[config.mk]
export PLATFORM = sky130hd
export DESIGN_NAME = sync_multi_edge_det
export DESIGN_NICKNAME = d
export VERILOG_FILES = /design/src/rtl/sync_multi_edge_det.sv
export SDC_FILE = /design/constraint.sdc
export NUM_CORES = 1
export LEC_CHECK = 0
export CORE_UTILIZATION = 44
export DETAILED_ROUTE_END_ITERATION = 7
export PLACE_DENSITY = 0.83
export SLEW_MARGIN = 10
export SYNTH_ARGS = -nofsm -noshare
export SYNTH_HDL_FRONTEND = slang
export SYNTH_SLANG_ARGS = --single-unit
[constraint.sdc]
create_clock -name clk -period 1.1 [get_ports clk]
set_input_delay 0.11 -clock clk [delete_from_list [all_inputs] [get_ports clk]]
set_output_delay 0.11 -clock clk [all_outputs]
set_load 0.1 [all_outputs]
[src/rtl/sync_multi_edge_det.sv]
// Multi-channel level synchronizer with an optional per-channel stability filter
// and registered rise/fall/edge pulses derived from the filtered level.
`timescale 1ns/1ps

module sync_multi_edge_det #(
   parameter int unsigned CH       = 4,
   parameter int unsigned STAGES   = 2,
   parameter int unsigned FILT_CNT = 0,
   parameter logic        RST_VAL  = 1'b0
) (
   input  logic          clk,
   input  logic          rst,
   input  logic [CH-1:0] async_in,
   output logic [CH-1:0] level_out,
   output logic [CH-1:0] rise_pulse,
   output logic [CH-1:0] fall_pulse,
   output logic [CH-1:0] edge_pulse
);

   if (STAGES < 2) begin : g_stages_chk
      $error("sync_multi_edge_det: STAGES must be >= 2");
   end

   logic [CH-1:0] synced;
   logic [CH-1:0] level_q;
   logic [CH-1:0] level_d;
   logic [CH-1:0] rise_q;
   logic [CH-1:0] fall_q;

   // Plain flop chain per channel; nothing may sit between these stages.
   for (genvar i = 0; i < CH; i++) begin : g_chain
      (* ASYNC_REG = "TRUE" *) logic [STAGES-1:0] chain_q;

      always_ff @(posedge clk or posedge rst) begin
         if (rst) begin
            chain_q <= {STAGES{RST_VAL}};
         end else begin
            chain_q <= {chain_q[STAGES-2:0], async_in[i]};
         end
      end

      assign synced[i] = chain_q[STAGES-1];
   end

   if (FILT_CNT <= 1) begin : g_no_filt
      assign level_d = synced;
   end else begin : g_filt
      localparam int unsigned CntW = $clog2(FILT_CNT);
      localparam logic [CntW-1:0] CntMax = CntW'(FILT_CNT - 1);

      logic [CntW-1:0] cnt_q [CH];
      logic [CntW-1:0] cnt_d [CH];

      // Counter restarts on any return to the current level: no partial credit.
      always_comb begin
         level_d = level_q;
         for (int i = 0; i < CH; i++) begin
            cnt_d[i] = cnt_q[i];
            if (synced[i] == level_q[i]) begin
               cnt_d[i] = '0;
            end else if (cnt_q[i] == CntMax) begin
               level_d[i] = synced[i];
               cnt_d[i]   = '0;
            end else begin
               cnt_d[i] = cnt_q[i] + CntW'(1);
            end
         end
      end

      always_ff @(posedge clk or posedge rst) begin
         if (rst) begin
            for (int i = 0; i < CH; i++) begin
               cnt_q[i] <= '0;
            end
         end else begin
            for (int i = 0; i < CH; i++) begin
               cnt_q[i] <= cnt_d[i];
            end
         end
      end
   end

   // Pulses register alongside the level so both change on the same edge.
   always_ff @(posedge clk or posedge rst) begin
      if (rst) begin
         level_q <= {CH{RST_VAL}};
         rise_q  <= '0;
         fall_q  <= '0;
      end else begin
         level_q <= level_d;
         rise_q  <= ~level_q & level_d;
         fall_q  <= level_q & ~level_d;
      end
   end

   assign level_out  = level_q;
   assign rise_pulse = rise_q;
   assign fall_pulse = fall_q;
   assign edge_pulse = rise_q | fall_q;

endmodule

==> flow_metrics.py, run 1 <==
metrics = {
    "outcome": {
        "outcome": "did not finish",
        "stop_stage": "clock tree synthesis (4_1_cts)",
        "first-error": "[ERROR DPL-0033] detailed placement checks failed during check placement.",
    },
    "logic_synthesis": {
        "yosys.cell_types.count": 4,
        "yosysMostFrequentCell": "dfrtp_1",
        "syn_inst": 33,
        "synth-edff-count": 0,
        "synthesis.area_um2": 599,
        "ys_async_sr_fraction_pct": 100,
        "synth-seq-area-share_pct": 83.5,
        "yosysWarnings": 0,
        "synth_common_cells": "dfrtp_1, and2b_2, or2_1",
        "synth_top_area_cell": "dfrtp_1",
        "synth_ff_type": "dfrtp_1",
        "ys_ff_latch": 20,
        "synth_area_leaders": "dfrtp_1, and2b_2, or2_1",
        "syn_nets": 39,
        "synth_top_area_share_pct": 83.5,
        "syn_area_per_cell_um2": 18.2,
    },
    "placement": {
        "dp_cells": 69,
        "gp_congestion": 0.650,
        "io_buffer_count": 21,
        "hpwl_um": 910,
    },
    "die": {
        "die_h_um": 38.9,
        "std_cell_rows": 12,
        "start_util_pct": 50.5,
        "ios": 22,
        "die_w_um": 38.9,
    },
    "clock_tree": {
        "htreeDepth": 1,
        "postCtsHoldBufs": 0,
        "ctsResizeCount": 7,
        "cts.root.buffer_cell": "clkbuf_4",
        "post_cts_buffers": 7,
        "cts_buffers": 3,
        "clk_path_buf_depth": 2,
        "cts_num_sinks": 20,
    },
}
## through the flow
stage	setup TNS (ps)	hold WS (ps)	area [um2]	setup WS, ps	util [%]
global placement	0	335	1040	98.7	88.1
floorplan	-294	73.5	637	-199	-
detailed placement	0	342	1040	72.6	88.1
## cells by family after synthesis
kind of cell | count (synthesis) | share of synthesized area (%)
and+or+nand+nor | 12 | 15.9
buffers and inverters | 1 | 0.626
DFF | 20 | 83.5
==> inputs of run 2 (changes only) <==
CORE_AREA = 2 2 63 65   (was default)
CORE_UTILIZATION = default   (was 44)
DIE_AREA = 0 0 65 67   (was default)
PLACE_DENSITY = default   (was 0.83)
PLACE_DENSITY_LB_ADDON = 0.15   (was default)
==> run 2 against run 1 <==
- the flow now finishes, with violations (negative setup slack)
- synthesized area did not move
- synthesized cell count stayed put
==> flow_metrics.py, run 2 <==
metrics = {
    "logic_synthesis": {
        "ys_async_sr_fraction_pct": 100,
        "yosys.cell_types.count": 4,
        "synth_top_area_share_pct": 83.5,
        "synth_compound_area_share_pct": 0,
        "synth-edff-count": 0,
        "synth-seq-area-share_pct": 83.5,
        "synth_xor_area_share_pct": 0,
        "ys_ff_latch": 20,
        "synth_top_area_cell": "dfrtp_1",
        "yosysMostFrequentCell": "dfrtp_1",
        "syn_area_per_cell_um2": 18.2,
        "synth_common_cells": "dfrtp_1, and2b_2, or2_1",
        "yosysWarnings": 0,
        "synth_ff_type": "dfrtp_1",
        "syn_inst": 33,
        "synth_top_family_by_area": "simple AND/OR/NAND/NOR gates",
        "synthesis.area_um2": 599,
        "syn_nets": 39,
        "synthMuxAreaShare_pct": 0,
        "synth_simple_gate_area_share_pct": 15.9,
        "synth_fa_ha_area_share_pct": 0,
        "synth_area_leaders": "dfrtp_1, and2b_2, or2_1",
    },
    "grt": {
        "grt_max_degree": 21,
        "grt_usage_pct": 5.55,
        "grt_pass1_wl_um": 1700,
        "first_global_vias": 400,
        "antenna_found_initial": 0,
        "overflow": 0,
    },
    "detailed_routing": {
        "firstDrtPassIters": 3,
        "wl_per_cell_um": 8.38,
        "drc": 0,
        "dr_total_vias": 368,
        "viasPerCell": 3.15,
        "antenna_left": 0,
        "wirelength_um": 980,
        "drt_first_iter_violations": 2,
    },
    "clock_tree": {
        "cts_tree": "built",
        "postCtsHoldBufs": 0,
        "cts.reportedPaths.clkPinSlew_ps": 70,
        "clk_path_buf_depth": 2,
        "htreeDepth": 1,
        "cts.root.buffer_cell": "clkbuf_8",
        "clk_latency_ps": 250,
        "cts_buffers": 3,
        "cts_num_sinks": 20,
    },
    "die": {
        "die_h_um": 67,
        "ios": 22,
        "std_cell_rows": 22,
        "core-area_mm2": 0.00361,
        "start_util_pct": 16.6,
        "die_w_um": 65,
        "die_area_mm2": 0.00436,
    },
    "finish": {
        "final_cell_area_mm2": 0.00123,
        "final_common_cell": "buf_12",
        "final_cell_mix": "buf_12, and2b_2, dfrtp_1",
        "largest_reg_flops": 8,
        "n_antenna_cell": 0,
        "fin_nets": 76,
        "post_route_cells_drive_above_1_share_pct": 79.7,
        "multi_input_area_um2": 105,
        "fillers": 356,
        "area_delta_synth_final_pct": 105,
        "ff_latch_area_um2": 531,
        "max_flop_register": "g_chain.chain_q",
        "final_util_pct": 34.0,
    },
    "hold_path": {
        "hold_path.class": "in2async",
    },
    "placement": {
        "gp_congestion": 0.560,
        "dpl_cell_area_mm2": 0.00107,
        "io_buffer_count": 21,
    },
    "critical_path": {
        "critPathLaunchType": "flip-flop",
        "critPathKind": "reg2out",
        "crit_fanout": 2,
        "timing.reg2reg.setup_slack_ps": 370,
        "setup.worst_path.end_class": "primary output",
        "worstPathRequired_ps": 990,
        "worstPathArrival_ps": 1150,
    },
    "outcome": {
        "violations": "negative setup slack",
        "outcome": "finished with violations",
    },
    "sta": {
        "hold_viol_final": 0,
        "maxSlewViolCount": 0,
        "max_clock_freq_mhz": 793,
        "period_minus_slack_ps": 1260,
        "slew_headroom_pct": 83.1,
        "worstMarginPinSlew_ps": 254,
        "fin_crit_sh_pct": 115,
        "finClkSkew_ps": 3.11,
        "setup_viol": 10,
        "timing.final.ws_setup_ps": -161,
        "rsz0062_at_grt": "yes",
    },
    "power": {
        "total_power_mw": 1.86,
        "pwr_density_cell_mw_per_mm2": 1520,
        "p_leak_nw": 0.544,
        "vdd_drop_max_uv": 596,
    },
    "job": {
        "maxCapViolations": 0,
    },
}
==> run 2: metal layers <==
layer | share of wire (%) | track usage (%)
met3 | 9.5 | 2.36
met2 | 51 | 9.66
met5 | 0 | 0
met1 | 37 | 4.90
met4 | 2.9 | 4.79
==> run 2: worst paths after layout <==
kind	startpoint	end	cells past startpoint
worst min-delay path	rst	fall_pulse[3]	3
worst max register to register	level_out[0]	fall_pulse[0]	1
max in group asynchronous	rst	rise_pulse[3]	3
worst max-delay path	fall_pulse[3]	edge_pulse[3]	2
min in group clk	async_in[3]	g_chain[3].chain_q[0]	1
worst min register to register	g_chain[1].chain_q[0]	g_chain[1].chain_q[1]	0
==> run 2: final cells by class <==
type / instances / area share, %
Sequential cell: 20 / 43.3
Timing Repair Buffer: 32 / 38.5
Multi-Input combinational cell: 12 / 8.57
Tap cell: 48 / 4.90
Clock buffer: 4 / 4.49
Inverter: 1 / 0.306
==> run 2: timing repair <==
action                                 in CTS  in global routing
setup endpoints to repair                   4                 10
resized for setup                           4                  2
buffers inserted                            8                  2
pin swaps                                   2                  3
endpoints found under the hold margin       0                  0
==> run 2: worst max-delay path, cell delays in order, from the launching register on <==
cell and delay [ps]:
dfrtp_4 470, or2_4 260, buf_12 160
==> run 2: cell families after synthesis <==
| family | Yosys count |
|---|---|
| and+or+nand+nor | 12 |
| buffers and inverters | 1 |
| DFF | 20 |
==> run 2: through the flow <==
step / TNS [ps] / std cells / hold WS [ps] / setup slack, ps
after global routing: -1230 / 117 / 209 / -192
final: -916 / 117 / 173 / -161
after detailed placement: 0 / 103 / 335 / 82.2
after CTS: -821 / 115 / 184 / -172
after global placement: 0 / 103 / 334 / 93.3
after floorplan: -294 / 33 / 73.5 / -199
==> run 2: power breakdown <==
part	internal (mW)	switching, mW	total (mW)
clock network	0.318	0.225	0.544
logic	0.204	0.311	0.515
registers	0.782	0.0236	0.805
(Power assumes the default switching activity.)
==> inputs of run 3 (changes only) <==
ABC_AREA = 1   (was default)
CTS_CLUSTER_SIZE = 30   (was default)
==> run 3 against run 2 <==
- the run still ends with negative setup slack left
- utilization shrank 1.9 points
- critical endpoint unchanged
- combinational power fell by 7.4%
- non-clock buffer count down 10
- synthesized area up 1.7%
- worst hold slack better by 13 ps
- sequential share of layout area rose by 3.1 points
- die area unchanged
- clock power fell by 17%
- worst setup slack improved by 130 ps
- routed wire length is 4.0% higher
- critical path type unchanged
- flip-flop and latch count unchanged
==> flow_metrics.py, run 3 <==
metrics = {
    "outcome": {
        "outcome": "finished with violations",
        "violations": "negative setup slack",
    },
    "detailed_routing": {
        "viasPerCell": 3.09,
        "dr_total_vias": 377,
        "firstDrtPassIters": 2,
        "wl_per_cell_um": 8.35,
        "drc": 0,
        "wirelength_um": 1020,
        "antenna_left": 0,
        "drt_first_iter_violations": 5,
    },
    "clock_tree": {
        "clk_latency_ps": 250,
        "post_cts_buffers": 0,
        "cts_tree": "built",
        "htreeDepth": 1,
        "clk_path_buf_depth": 2,
        "cts.root.buffer_cell": "clkbuf_8",
        "cts_buffers": 3,
        "cts_num_sinks": 20,
        "postCtsHoldBufs": 0,
        "cts.reportedPaths.clkPinSlew_ps": 70,
    },
    "logic_synthesis": {
        "ys_async_sr_fraction_pct": 100,
        "synth-seq-area-share_pct": 82.1,
        "synth_compound_area_share_pct": 0,
        "synth_top_area_cell": "dfrtp_1",
        "synth_common_cells": "dfrtp_1, inv_1, nor2_1",
        "syn_nets": 55,
        "yosysWarnings": 0,
        "synth_ff_type": "dfrtp_1",
        "synthesis.area_um2": 609,
        "synth_top_area_share_pct": 82.1,
        "synth_xor_area_share_pct": 0,
        "synth_simple_gate_area_share_pct": 7.39,
        "ys_ff_latch": 20,
        "yosys.cell_types.count": 4,
        "synth-edff-count": 0,
        "synthMuxAreaShare_pct": 0,
        "syn_inst": 49,
        "syn_area_per_cell_um2": 12.4,
        "synth_top_family_by_area": "buffers and inverters",
        "synth_area_leaders": "dfrtp_1, inv_1, nor2_1",
        "synth_fa_ha_area_share_pct": 0,
        "yosysMostFrequentCell": "dfrtp_1",
    },
    "finish": {
        "final_util_pct": 32.1,
        "fin_nets": 82,
        "fillers": 354,
        "largest_reg_flops": 8,
        "final_common_cell": "buf_12",
        "area_delta_synth_final_pct": 89.7,
        "n_antenna_cell": 0,
        "post_route_cells_drive_above_1_share_pct": 59.5,
        "final_cell_mix": "buf_12, inv_1, nor2_1, dfrtp_4, dfrtp_1",
        "max_flop_register": "g_chain.chain_q",
    },
    "critical_path": {
        "crit_chain": "inv_2 -> nand2_4 -> buf_12",
        "max_stage_delay_ps": 490,
        "worstPathRequired_ps": 990,
        "cp_num_buf_inv": 2,
        "setup.worst_path.end_class": "primary output",
        "worstPathArrival_ps": 1020,
        "crit_fanout": 2,
        "cp-startpoint": "rise_pulse[3]",
        "slowest_stage": "dfrtp_4",
        "critical-path-top-delay-family": "flip-flops",
        "critPathLaunchType": "flip-flop",
        "critPathKind": "reg2out",
        "regToRegStartpoint": "level_out[1]",
        "timing.reg2reg.setup_slack_ps": 470,
    },
    "power": {
        "pwr_density_cell_mw_per_mm2": 1510,
        "vdd_drop_max_uv": 316,
        "p_leak_nw": 0.527,
        "total_power_mw": 1.75,
    },
    "sta": {
        "timing.final.ws_setup_ps": -32.2,
        "fin_crit_sh_pct": 103,
        "period_minus_slack_ps": 1130,
        "finClkSkew_ps": 1.16,
        "maxSlewViolCount": 0,
        "max_clock_freq_mhz": 883,
        "rsz0062_at_grt": "yes",
        "hold_viol_final": 0,
        "worstMarginPinSlew_ps": 253,
        "slew_headroom_pct": 83.1,
        "setup_viol": 4,
    },
    "placement": {
        "hpwl_um": 789,
        "io_buffer_count": 21,
        "gp_congestion": 0.645,
    },
    "grt": {
        "grt_usage_pct": 5.84,
        "grt_max_degree": 21,
        "grt_pass1_wl_um": 1710,
        "antenna_found_initial": 0,
        "first_global_vias": 407,
        "overflow": 0,
    },
    "die": {
        "std_cell_rows": 22,
        "die_area_mm2": 0.00436,
        "ios": 22,
        "die_h_um": 67,
        "core-area_mm2": 0.00361,
        "die_w_um": 65,
        "start_util_pct": 16.9,
    },
    "job": {
        "maxCapViolations": 0,
    },
    "hold_path": {
        "hold_path.class": "in2async",
    },
}
[run 3: cell type report]
type	instances	area [um2]	area share, %
Sequential cell	20	536	46.3
Timing Repair Buffer	22	378	32.7
Multi-Input combinational cell	12	75.1	6.49
Inverter	17	66.3	5.74
Tap cell	48	60.1	5.19
Clock buffer	3	41.3	3.57
[run 3: report_power, final]
group | switching, mW | leakage [nW] | internal (mW)
Sequential | 0.0352 | 0.227 | 0.784
Combinational | 0.311 | 0.278 | 0.165
Clock | 0.208 | 0.0216 | 0.243
Total | 0.554 | 0.527 | 1.19
[run 3: cell families (layout without fill, tap and decap cells)]
family	after synthesis	after routing
buf+inv	17	42
simple gates	12	12
flops	20	20
[run 3: worst reg2reg max path, cell delays in order (launching register included)]
cell and delay (ps):
dfrtp_2 430, inv_1 60, nor2_1 30
[run 3: worst paths after layout]
kind,end,cells after the start
hold reg to reg,g_chain[2].chain_q[1],0
setup reg to reg,fall_pulse[1],2
hold / removal,level_out[1],3
setup / recovery,edge_pulse[3],3
min in group clk,g_chain[3].chain_q[0],1
max in group asynchronous,fall_pulse[1],3
[run 3: routing by layer]
| metal | vias to the layer above | global-route usage (%) | wire length [um] |
|---|---|---|---|
| met5 | - | 0 | 0 |
| met4 | 0 | 7.18 | 34 |
| met3 | 2 | 2.03 | 76 |
| met2 | 12 | 10.6 | 556 |
| met1 | 182 | 4.29 | 352 |
| li1 | 181 | - | - |
[run 3: what timing repair did]
item / 4_1_cts / 5_1_grt
endpoints found under the setup margin: 4 / 4
gates resized for setup: 8 / 1
pin swaps: 2 / 0
[run 3: per-stage QoR]
step | setup TNS, ps | area (um2) | cells | setup slack, ps | hold WS, ps
5_1_grt | -285 | 1160 | 122 | -73.4 | 235
4_1_cts | -197 | 1150 | 122 | -51.4 | 190
6_report | -122 | 1160 | 122 | -32.2 | 187
3_3_place_gp | 0 | 1110 | 119 | 208 | 335
3_5_place_dp | 0 | 1110 | 119 | 203 | 337
2_1_floorplan | 0 | 674 | 49 | 17.0 | 73.7
==> inputs of run 4 (changes only) <==
CAP_MARGIN = 40   (was default)
clock period = 1.29 ns   (was 1.1 ns; I/O delays follow)
==> run 4 against run 3 <==
- the flow now finishes without violations
- cell count grew 0.82%
- routed wire length down 4.5%
- clock-buffer cell count rose by 1
- utilization fell by 0.66 points
- global-route usage shrank 0.22 points
==> flow_metrics.py, run 4 (synthesis gave the netlist of run 3 again) <==
metrics = {
    "hold_path": {
        "hold_path.class": "in2async",
    },
    "sta": {
        "slew_headroom_pct": 83.9,
        "max_clock_freq_mhz": 898,
        "fin_crit_sh_pct": 86.3,
        "tns_ps": 0,
        "period_minus_slack_ps": 1110,
        "hold_viol_final": 0,
        "setup_viol": 0,
        "finClkSkew_ps": 1.75,
        "holdWs_ps": 198,
        "rsz0062_at_grt": "no",
        "maxSlewViolCount": 0,
        "worstMarginPinSlew_ps": 241,
    },
    "placement": {
        "io_buffer_count": 21,
        "hpwl_um": 788,
        "gp_congestion": 0.623,
        "dpl_cell_area_mm2": 0.00109,
    },
    "critical_path": {
        "setup.worst_path.end_class": "primary output",
        "r2r_end": "fall_pulse[1]",
        "worstPathArrival_ps": 980,
        "reg2reg_depth": 2,
        "worstPathRequired_ps": 1160,
        "timing.reg2reg.setup_slack_ps": 660,
        "crit_fanout": 2,
        "critPathKind": "reg2out",
        "critPathLaunchType": "flip-flop",
        "regToRegStartpoint": "level_out[1]",
    },
    "grt": {
        "grt_max_degree": 21,
        "antenna_found_initial": 0,
        "overflow": 0,
        "first_global_vias": 406,
        "grt_usage_pct": 5.63,
        "grt_pass1_wl_um": 1800,
    },
    "detailed_routing": {
        "drt_first_iter_violations": 5,
        "viasPerCell": 3.06,
        "wl_per_cell_um": 7.91,
        "antenna_left": 0,
        "dr_total_vias": 376,
        "drc": 0,
        "firstDrtPassIters": 3,
        "wirelength_um": 973,
    },
    "clock_tree": {
        "clk_path_buf_depth": 2,
        "postCtsHoldBufs": 0,
        "cts.root.buffer_cell": "clkbuf_8",
        "post_cts_buffers": 0,
        "cts_tree": "built",
        "ctsResizeCount": 0,
        "clk_latency_ps": 240,
        "htreeDepth": 1,
        "cts_num_sinks": 20,
        "cts_buffers": 3,
        "cts.reportedPaths.clkPinSlew_ps": 70,
    },
    "die": {
        "die_w_um": 65,
        "die_h_um": 67,
        "die_area_mm2": 0.00436,
        "ios": 22,
        "core-area_mm2": 0.00361,
        "std_cell_rows": 22,
        "start_util_pct": 16.9,
    },
    "job": {
        "maxCapViolations": 0,
    },
    "finish": {
        "final_cell_mix": "inv_1, buf_12, dfrtp_1",
        "final_cell_area_mm2": 0.00113,
        "max_flop_register": "g_chain.chain_q",
        "area_delta_synth_final_pct": 85.8,
        "largest_reg_flops": 8,
        "final_common_cell": "inv_1",
        "n_antenna_cell": 0,
        "post_route_cells_drive_above_1_share_pct": 42.7,
        "fin_nets": 82,
        "final_util_pct": 31.4,
    },
    "power": {
        "p_leak_nw": 0.535,
        "vdd_drop_max_uv": 375,
        "total_power_mw": 1.49,
        "pwr_density_cell_mw_per_mm2": 1310,
    },
    "outcome": {
        "outcome": "completed",
    },
}
run 4: changes by cell type in the layout (fill, tap and decap cells not counted), sizes merged:
| cell | before | now |
|---|---|---|
| clkbuf | 3 | 4 |
run 4: area by class of cell:
type / count / area (um2)
fill: 361 / 2470
sequential: 20 / 510
timing repair buffer: 22 / 378
multi-input combinational: 12 / 75.1
inverter: 17 / 63.8
tap: 48 / 60.1
clock buffer: 4 / 45.0
run 4: worst max-delay path by stage:
stage                        startpoint       endpoint  slack, ps  cells after the start
after floorplan           rise_pulse[0]  edge_pulse[0]         90                      2
final                     rise_pulse[2]  edge_pulse[2]        180                      3
after global placement    rise_pulse[2]  edge_pulse[2]        450                      3
after CTS                 rise_pulse[0]  edge_pulse[0]        160                      3
after global routing      rise_pulse[3]  edge_pulse[3]        120                      3
after detailed placement  rise_pulse[0]  edge_pulse[0]        430                      3
run 4: through the flow:
stage | worst slack [ps] | std cells
3_5_place_dp | 434 | 119
2_1_floorplan | 87.2 | 49
4_1_cts | 158 | 123
5_1_grt | 117 | 123
3_3_place_gp | 446 | 119
6_report | 176 | 123
run 4: critical path, stage by stage (launching register included):
cell and delay (ps):
dfrtp_2 430, inv_1 90, nand2_4 60, buf_12 160
run 4: layer usage:
metal  vias up  part of all wire (%)  routed length (um)  track usage, %
li1        186                     -                   -               -
met1       176                    38                 370            5.75
met2        12                    52                 510            9.54
met3         2                   6.6                  64            1.52
met4         0                   2.8                  27            4.79
met5         -                     0                   0               0
run 4: where the power goes:
| group | switching [mW] | leakage, nW | internal [mW] |
|---|---|---|---|
| sequential | 0.0280 | 0.232 | 0.661 |
| combinational | 0.265 | 0.280 | 0.139 |
| clock | 0.176 | 0.0228 | 0.219 |
